$ cat src/rtl/fib_seq_engine.sv
// fib_seq_engine: iterative generalised Fibonacci f(n,a,b), one recurrence step per clock,
// optional modular arithmetic, per-value overflow tracking and abort-on-restart.
module fib_seq_engine #(
    parameter int WIDTH     = 64,
    parameter int CNT_WIDTH = 16,
    parameter bit MOD_EN    = 1
) (
    input  logic                 clk,
    input  logic                 rst,
    input  logic                 r_enable,
    input  logic [CNT_WIDTH-1:0] init_n,
    input  logic [WIDTH-1:0]     init_a,
    input  logic [WIDTH-1:0]     init_b,
    input  logic                 mode,
    input  logic [WIDTH-1:0]     modulus,
    output logic                 busy,
    output logic                 w_enable,
    output logic [WIDTH-1:0]     result,
    output logic                 overflow,
    output logic                 err
);
    typedef enum logic [1:0] {IDLE, CHECK, RUN, DONE} state_t;
    state_t               st;
    logic [WIDTH-1:0]     a, b, mod_r, b_mod;
    logic [CNT_WIDTH-1:0] n;
    logic                 mode_r, ovf_a, ovf_b, chk_err;
    logic [WIDTH:0]       s;
    assign s = {1'b0, a} + {1'b0, b};
    // Operands are already reduced, so a single conditional subtract is exact.
    generate
        if (MOD_EN) begin : g_mod
            assign b_mod   = (s >= {1'b0, mod_r}) ? WIDTH'(s - {1'b0, mod_r}) : s[WIDTH-1:0];
            assign chk_err = mode_r && (mod_r == '0 || a >= mod_r || b >= mod_r);
        end else begin : g_nomod
            assign b_mod   = s[WIDTH-1:0];
            assign chk_err = 1'b0;
        end
    endgenerate
    always_ff @(posedge clk or posedge rst) begin
        if (rst) begin
            st       <= IDLE;
            a        <= '0;
            b        <= '0;
            n        <= '0;
            mod_r    <= '0;
            mode_r   <= 1'b0;
            ovf_a    <= 1'b0;
            ovf_b    <= 1'b0;
            busy     <= 1'b0;
            w_enable <= 1'b0;
            result   <= '0;
            overflow <= 1'b0;
            err      <= 1'b0;
        end else if (r_enable) begin
            st       <= CHECK;
            a        <= init_a;
            b        <= init_b;
            n        <= init_n;
            mod_r    <= modulus;
            mode_r   <= mode && MOD_EN;
            ovf_a    <= 1'b0;
            ovf_b    <= 1'b0;
            busy     <= 1'b1;
            w_enable <= 1'b0;
            overflow <= 1'b0;
            err      <= 1'b0;
        end else begin
            case (st)
                CHECK: begin
                    if (chk_err) begin
                        result   <= '0;
                        err      <= 1'b1;
                        w_enable <= 1'b1;
                        busy     <= 1'b0;
                        st       <= DONE;
                    end else begin
                        st <= RUN;
                    end
                end
                RUN: begin
                    if (n == '0) begin
                        result   <= a;
                        overflow <= ovf_a;
                        w_enable <= 1'b1;
                        busy     <= 1'b0;
                        st       <= DONE;
                    end else begin
                        a <= b;
                        b <= mode_r ? b_mod : s[WIDTH-1:0];
                        n <= n - 1'b1;
                        if (!mode_r) begin
                            ovf_a <= ovf_b;
                            ovf_b <= ovf_a | ovf_b | s[WIDTH];
                        end
                    end
                end
                default: ;
            endcase
        end
    end
endmodule

$ cat config.mk
export PLATFORM = sky130hd
export DESIGN_NAME = fib_seq_engine
export DESIGN_NICKNAME = d
export VERILOG_FILES = /design/src/rtl/fib_seq_engine.sv
export SDC_FILE = /design/constraint.sdc
export NUM_CORES = 1
export LEC_CHECK = 0
export CORE_UTILIZATION = 50
export CTS_BUF_LIST = sky130_fd_sc_hd__clkbuf_8 sky130_fd_sc_hd__clkbuf_16
export DETAILED_ROUTE_END_ITERATION = 7
export DONT_BUFFER_PORTS = 1
export GPL_ROUTABILITY_DRIVEN = 0
export GPL_TIMING_DRIVEN = 0
export HOLD_SLACK_MARGIN = 0.05
export PLACE_DENSITY = 0.74
export SLEW_MARGIN = 20
export SYNTH_ARGS = -nofsm -noshare
export SYNTH_HDL_FRONTEND = slang
export SYNTH_SLANG_ARGS = --single-unit
export TNS_END_PERCENT = 1
$ cat constraint.sdc
create_clock -name clk -period 22.1 [get_ports clk]
set_clock_uncertainty 0.2 [all_clocks]
set_input_delay 1.105 -clock clk [delete_from_list [all_inputs] [get_ports clk]]
set_output_delay 1.105 -clock clk [all_outputs]
set_load 0.1 [all_outputs]
==> out/qor.txt, run 1 <==
fin. max-slew vios: 0
GR Overflow Total: 0
die area: 46300 um2
Mapped Nets: 3166
vias: 22480
min cycle time layout: 7.66 ns
largest net degree at the start of global routing: 107
number of synthesized flops with an enable pin: 0
Compound-Gate Fraction of Synth Area: 26.2%
multiplexer share of the synthesized area: 3.23%
Root Driver: clkbuf_16
Worst Hold Class: reg -> reg
Peak VDD IR: 0.0000601 V
initial antenna violation count: 11
CTS sink count: 281
Synth area leaders: dfrtp_1, ha_1, o21ai_0, nand2_1, a21oi_1
share of layout cells above drive strength 1: 4.60%
die height: 215 um
clock group share of total power: 21.6%
Starting Density: 51.0%
Post-CTS Hold Buffers: 0
Setup TNS: 0 ns
Setup CP Type: reg -> reg
Total GRT Usage: 36.0%
Net Sw Power: 1.28 mW
Avg Inst Size Synth: 8.43 um2
post-cts sizing count: 0
final WL: 84800 um
Worst Path Arrival: 7.95 ns
number of synthesis warnings: 0
Synth-to-Final Area Change: 8.97%
clock tree buffer depth: 3
WL/cell: 25.2 um
I/O Buffers: 0
dpl ws: 14.76 ns
Post-CTS Repair Setup Buffers: 0
Sw Share: 46.5%
clk slew on worst S/H paths: 0.07 ns
Util after Layout: 55.6%
synthesized cell area: 22700 um2
synth unique cells: 88
Adder-Cell Fraction of Synth Area: 14.3%
fillers: 4070
DRT iter0 DRCs: 2686
critical path launch point type: flip-flop
#FFs+latches synth: 281
io pins: 280
period utilization: 34.7%
Max Clk Rate: 131 MHz
Post-Synth XOR/XNOR Area: 5.23%
crit path launch: a[0]
Post-synth ARST share: 100%
DRC Markers: 2
Final Hold Fails: 0
HP Start: ovf_b
Gate power share: 55.6%
Final #Nets: 3205
ys flop type: dfrtp_1
area share of and/or/nand/nor cells after synthesis: 15.4%
crit path max fanout: 9
placement row count: 77
total CTS buffers: 34
CTS tree: built
P per Cell Area: 112 nW/um2
crit end category: flip-flop
outcome: complete, but fails checks
Lkg Pwr: 11.4 nW
Antenna Nets Post-Route: 0
core area: 44500 um2
count leader, synth: nand2_1
sequential area share after synthesis: 30.9%
Worst R2R Start: a[0]
Clock Latency Late Sink: 0.58 ns
vias in the first global route: 21722
Die Wd: 215 um
top cell type's share of synthesized area: 30.9%
largest family of logic cells by synthesized area: compound AO/OA/AOI/OAI gates
CP required: 22.39 ns
dpl hpwl: 65900 um
Pre-antenna DRT Iters: 8
Setup WS post-layout: 14.44 ns
H-tree levels: 2
Slew headroom: 18.4%
Flop pwr share: 22.8%
first-pass GRT wire length: 128000 um
dominant cell type by area after synthesis: dfrtp_1
Pint: 1.48 mW
Gate Count Post-Synth: 2695
final-report setup violation count: 0
Max Cap Viol: 0
most frequent cells after synthesis: nand2_1, o21ai_0, dfrtp_1, ha_1, a21oi_1
failing checks: design-rule violations
via/cell ratio: 6.69
RSZ-0062 raised after global routing: no
Slew @ Worst Pin: 1.21 ns
==> final timing paths <==
| path | end | cells past startpoint | slack, ns |
|---|---|---|---|
| max | b[49] | 24 | 14.44 |
| min | ovf_b | 2 | 0.31 |
| max reg2reg | b[49] | 24 | 14.44 |
| min reg2reg | ovf_b | 2 | 0.31 |
| max in group asynchronous | n[6] | 3 | 20.46 |
| min in group asynchronous | result[31] | 2 | 0.32 |
==> through the flow <==
step           cell area [um2]  total power, mW  hold WS [ns]  cells
4_1_cts                  24700             2.70         0.309   3352
3_3_place_gp             23500             2.07         0.275   3287
6_report                 24800             2.76         0.309   3361
3_5_place_dp             23600             2.10         0.294   3290
2_1_floorplan            22700             1.74         0.262   2695
5_1_grt                  24700             2.92         0.347   3353
==> routing by layer <==
metal	GRT usage (%)	wire, um	up-vias
li1	-	-	9999
met1	48.0	33700	10718
met2	53.8	35600	1448
met3	9.04	10400	305
met4	19.0	5050	10
met5	0	66	-
==> state kept, by name, summed over array words and instances, names as in the netlist, 2 cells and up <==
register / cells
a: 64
b: 64
mod_r: 64
result: 64
n: 16
st: 2
==> area by class of cell <==
class / count / area, um2 / share of cell area (%)
Antenna cell: 9 / 22.5 / 0.0910
Buffer: 141 / 671 / 2.71
Clock buffer: 42 / 961 / 3.88
Clock inverter: 20 / 214 / 0.864
Inverter: 103 / 394 / 1.59
Multi-Input combinational cell: 2170 / 14600 / 59.1
Sequential cell: 281 / 7030 / 28.4
Tap cell: 592 / 741 / 2.99
Timing Repair Buffer: 3 / 82.6 / 0.334
==> cell usage in the layout (no fill, tap or decap), drive strengths merged, types with 6 or more instances in the layout <==
master / count
inv: 108
o21a: 19
clkinv: 8
nor4: 30
a21boi: 11
a21o: 93
o21ai: 332
dfrtp: 281
nand2: 349
mux2i: 71
o211ai: 39
o2111ai: 6
nand2b: 14
a221o: 6
and4: 8
nor3: 34
or3: 12
a21oi: 235
nor2b: 18
ha: 257
a31oi: 27
a211oi: 28
clkbuf: 151
and3: 31
xnor2: 78
xor2: 56
a22o: 65
buf: 34
o31ai: 9
o21bai: 24
nand4: 66
nor2: 120
and2: 14
diode: 9
nand3: 40
==> cells by family (layout without fill, tap and decap cells) <==
family | Yosys count | after routing
adders and majority gates | 259 | 259
buffers and inverters | 244 | 309
xor gates and xnor gates | 134 | 134
DFF | 281 | 281
AOI/OAI and AO/OA | 953 | 953
and+or+nand+nor | 751 | 751
muxes | 73 | 73
other | 0 | 9
==> power groups by stage <==
stage	logic (mW)	registers (mW)	clock network (mW)
after floorplan	1.13	0.612	0
after global placement	1.43	0.635	0
after detailed placement	1.46	0.636	0
after CTS	1.48	0.627	0.598
after global routing	1.67	0.635	0.618
final	1.54	0.630	0.595
==> critical path: stages, from the launching register on <==
cell      delay, ns
dfrtp_1        0.42
ha_1           0.26
fa_1           0.44
a211oi_1       0.25
o21ai_1        0.17
o21ai_1        0.41
a21oi_1        0.18
a31oi_1        0.45
o21ai_2        0.21
a31oi_1        0.50
o21ai_0        0.23
xor2_1         0.32
ha_1           0.30
clkbuf_1       0.21
a211oi_1       0.29
o21bai_1       0.12
nand2b_1       0.15
a21boi_0       0.38
nand2_1        0.10
a211o_1        0.34
o41ai_4        0.42
inv_2          0.25
nor2_1         0.68
a221oi_1       0.18
o21ai_0        0.12
No activity file was read; power rests on OpenSTA's default activity.
==> inputs of run 2 (changes only) <==
==> constraint.sdc (replaced) <==
create_clock -name clk -period 7.1 [get_ports clk]
set_clock_uncertainty 0.2 [all_clocks]
set_input_delay 0.355 -clock clk [delete_from_list [all_inputs] [get_ports clk]]
set_output_delay 0.355 -clock clk [all_outputs]
set_load 0.1 [all_outputs]
==> run 2 against run 1 <==
The flow now finishes without violations. Largest cell class unchanged. Sequential power increased to 3.1 times the previous value. Non-clock buffer count increased by 246. Combinational power increased to 3.2 times the previous value. Critical endpoint is now b[9].
==> out/qor.txt, run 2 (same netlist as run 1, synthesis figures left out) <==
Die Wd: 215 um
RR Endpoint: b[9]
Root Driver: clkbuf_16
Antenna Nets Post-Route: 0
CTS tree: built
largest net degree at the start of global routing: 36
crit path max fanout: 10
critical path launch point type: flip-flop
total CTS buffers: 31
total design power: 8.52 mW
final-report setup violation count: 0
Post-Place Cells: 3296
dpl ws: -0.254 ns
initial antenna violation count: 11
Final #Nets: 3448
final hold slack: 0.0893 ns
I/O Buffers: 0
RSZ-0062 raised after global routing: yes
io pins: 280
Setup WS post-layout: 0.189 ns
fin. max-slew vios: 0
final WL: 87600 um
Util after Layout: 60.9%
placed instance area: 23700 um2
commonest non-fill, non-tap cell in the layout: nand2_1
H-tree levels: 1
Setup TNS: 0 ns
Worst R2R Start: a[0]
crit end category: flip-flop
Worst Path Arrival: 7.23 ns
Worst Reg-to-Reg Cells: 25
core area: 44500 um2
dpl hpwl: 66200 um
Final Hold Fails: 0
Post-CTS Repair Setup Buffers: 0
die height: 215 um
die area: 46300 um2
Worst R2R Setup Slack: 0.19 ns
Design Area, Final: 27100 um2
GR Overflow Total: 0
Setup CP Type: reg -> reg
clock tree buffer depth: 3
Pre-antenna DRT Iters: 8
share of layout cells above drive strength 1: 4.34%
Lkg Pwr: 12.4 nW
most frequent cells in the layout: nand2_1, o21ai_0, dfrtp_1
CTS sink count: 281
clk slew on worst S/H paths: 0.07 ns
Synth-to-Final Area Change: 19.4%
DRT iter0 DRCs: 2836
slowest stage delay, CP: 0.48 ns
Non-Filler Instances: 3598
outcome: completed
Slew headroom: 19.6%
Total GRT Usage: 37.0%
Peak VDD IR: 0.000195 V
Clock Latency Late Sink: 0.62 ns
placement row count: 77
vias in the first global route: 23051
min cycle time layout: 6.91 ns
via/cell ratio: 6.49
P per Cell Area: 314 nW/um2
vias: 23349
Slew @ Worst Pin: 1.21 ns
DRC Markers: 0
Max Clk Rate: 145 MHz
Starting Density: 51.0%
Worst path slowest cell: nor4b_1
Worst Hold Class: in -> async
Max Cap Viol: 0
first-pass GRT wire length: 134000 um
WL/cell: 24.3 um
period utilization: 97.3%
CP required: 7.42 ns
run 2: critical path: cells and delay by family, from the launching register on:
family / cells / cell delay, ns
compound gates: 14 / 3.18
flops: 1 / 0.42
fa+ha+maj: 3 / 0.98
buf+inv: 3 / 0.74
simple gates: 4 / 1.13
xor+xnor: 1 / 0.14
run 2: repair_timing:
item,CTS,global route
hold buffers,241,0
hold endpoints to repair,318,0
cloned,0,0
resized for setup,4,12
setup endpoints to repair,52,64
pin swaps,0,1
run 2: worst max path at each step:
stage          start  endpoint  slack [ns]
2_1_floorplan   a[0]     b[57]        1.51
3_3_place_gp    a[0]      b[5]       -0.16
3_5_place_dp    a[0]     b[49]       -0.25
4_1_cts         a[0]     b[55]        0.04
5_1_grt         a[0]      b[9]       -0.07
6_report        a[0]      b[9]        0.19
run 2: area by class of cell:
| class | count | area [um2] |
|---|---|---|
| inverter | 103 | 390 |
| clock inverter | 22 | 175 |
| fill | 3780 | 17400 |
| tap | 592 | 741 |
| timing repair buffer | 250 | 2600 |
| clock buffer | 32 | 790 |
| multi-input combinational | 2170 | 14700 |
| buffer | 140 | 671 |
| antenna | 8 | 20.0 |
| sequential | 281 | 7030 |
run 2: per-layer routing:
layer / routed length (um) / up-vias / track usage (%)
li1: - / 10469 / -
met1: 34500 / 11136 / 47.7
met2: 37600 / 1417 / 57.0
met3: 10300 / 317 / 9.75
met4: 5040 / 10 / 18.8
met5: 57 / - / 0
run 2: report_power, final:
group / leakage [nW] / internal [mW] / total, mW / switching [mW]
Clock: 0.488 / 0.873 / 1.61 / 0.740
Combinational: 8.35 / 1.88 / 4.94 / 3.06
Sequential: 3.53 / 1.75 / 1.96 / 0.217
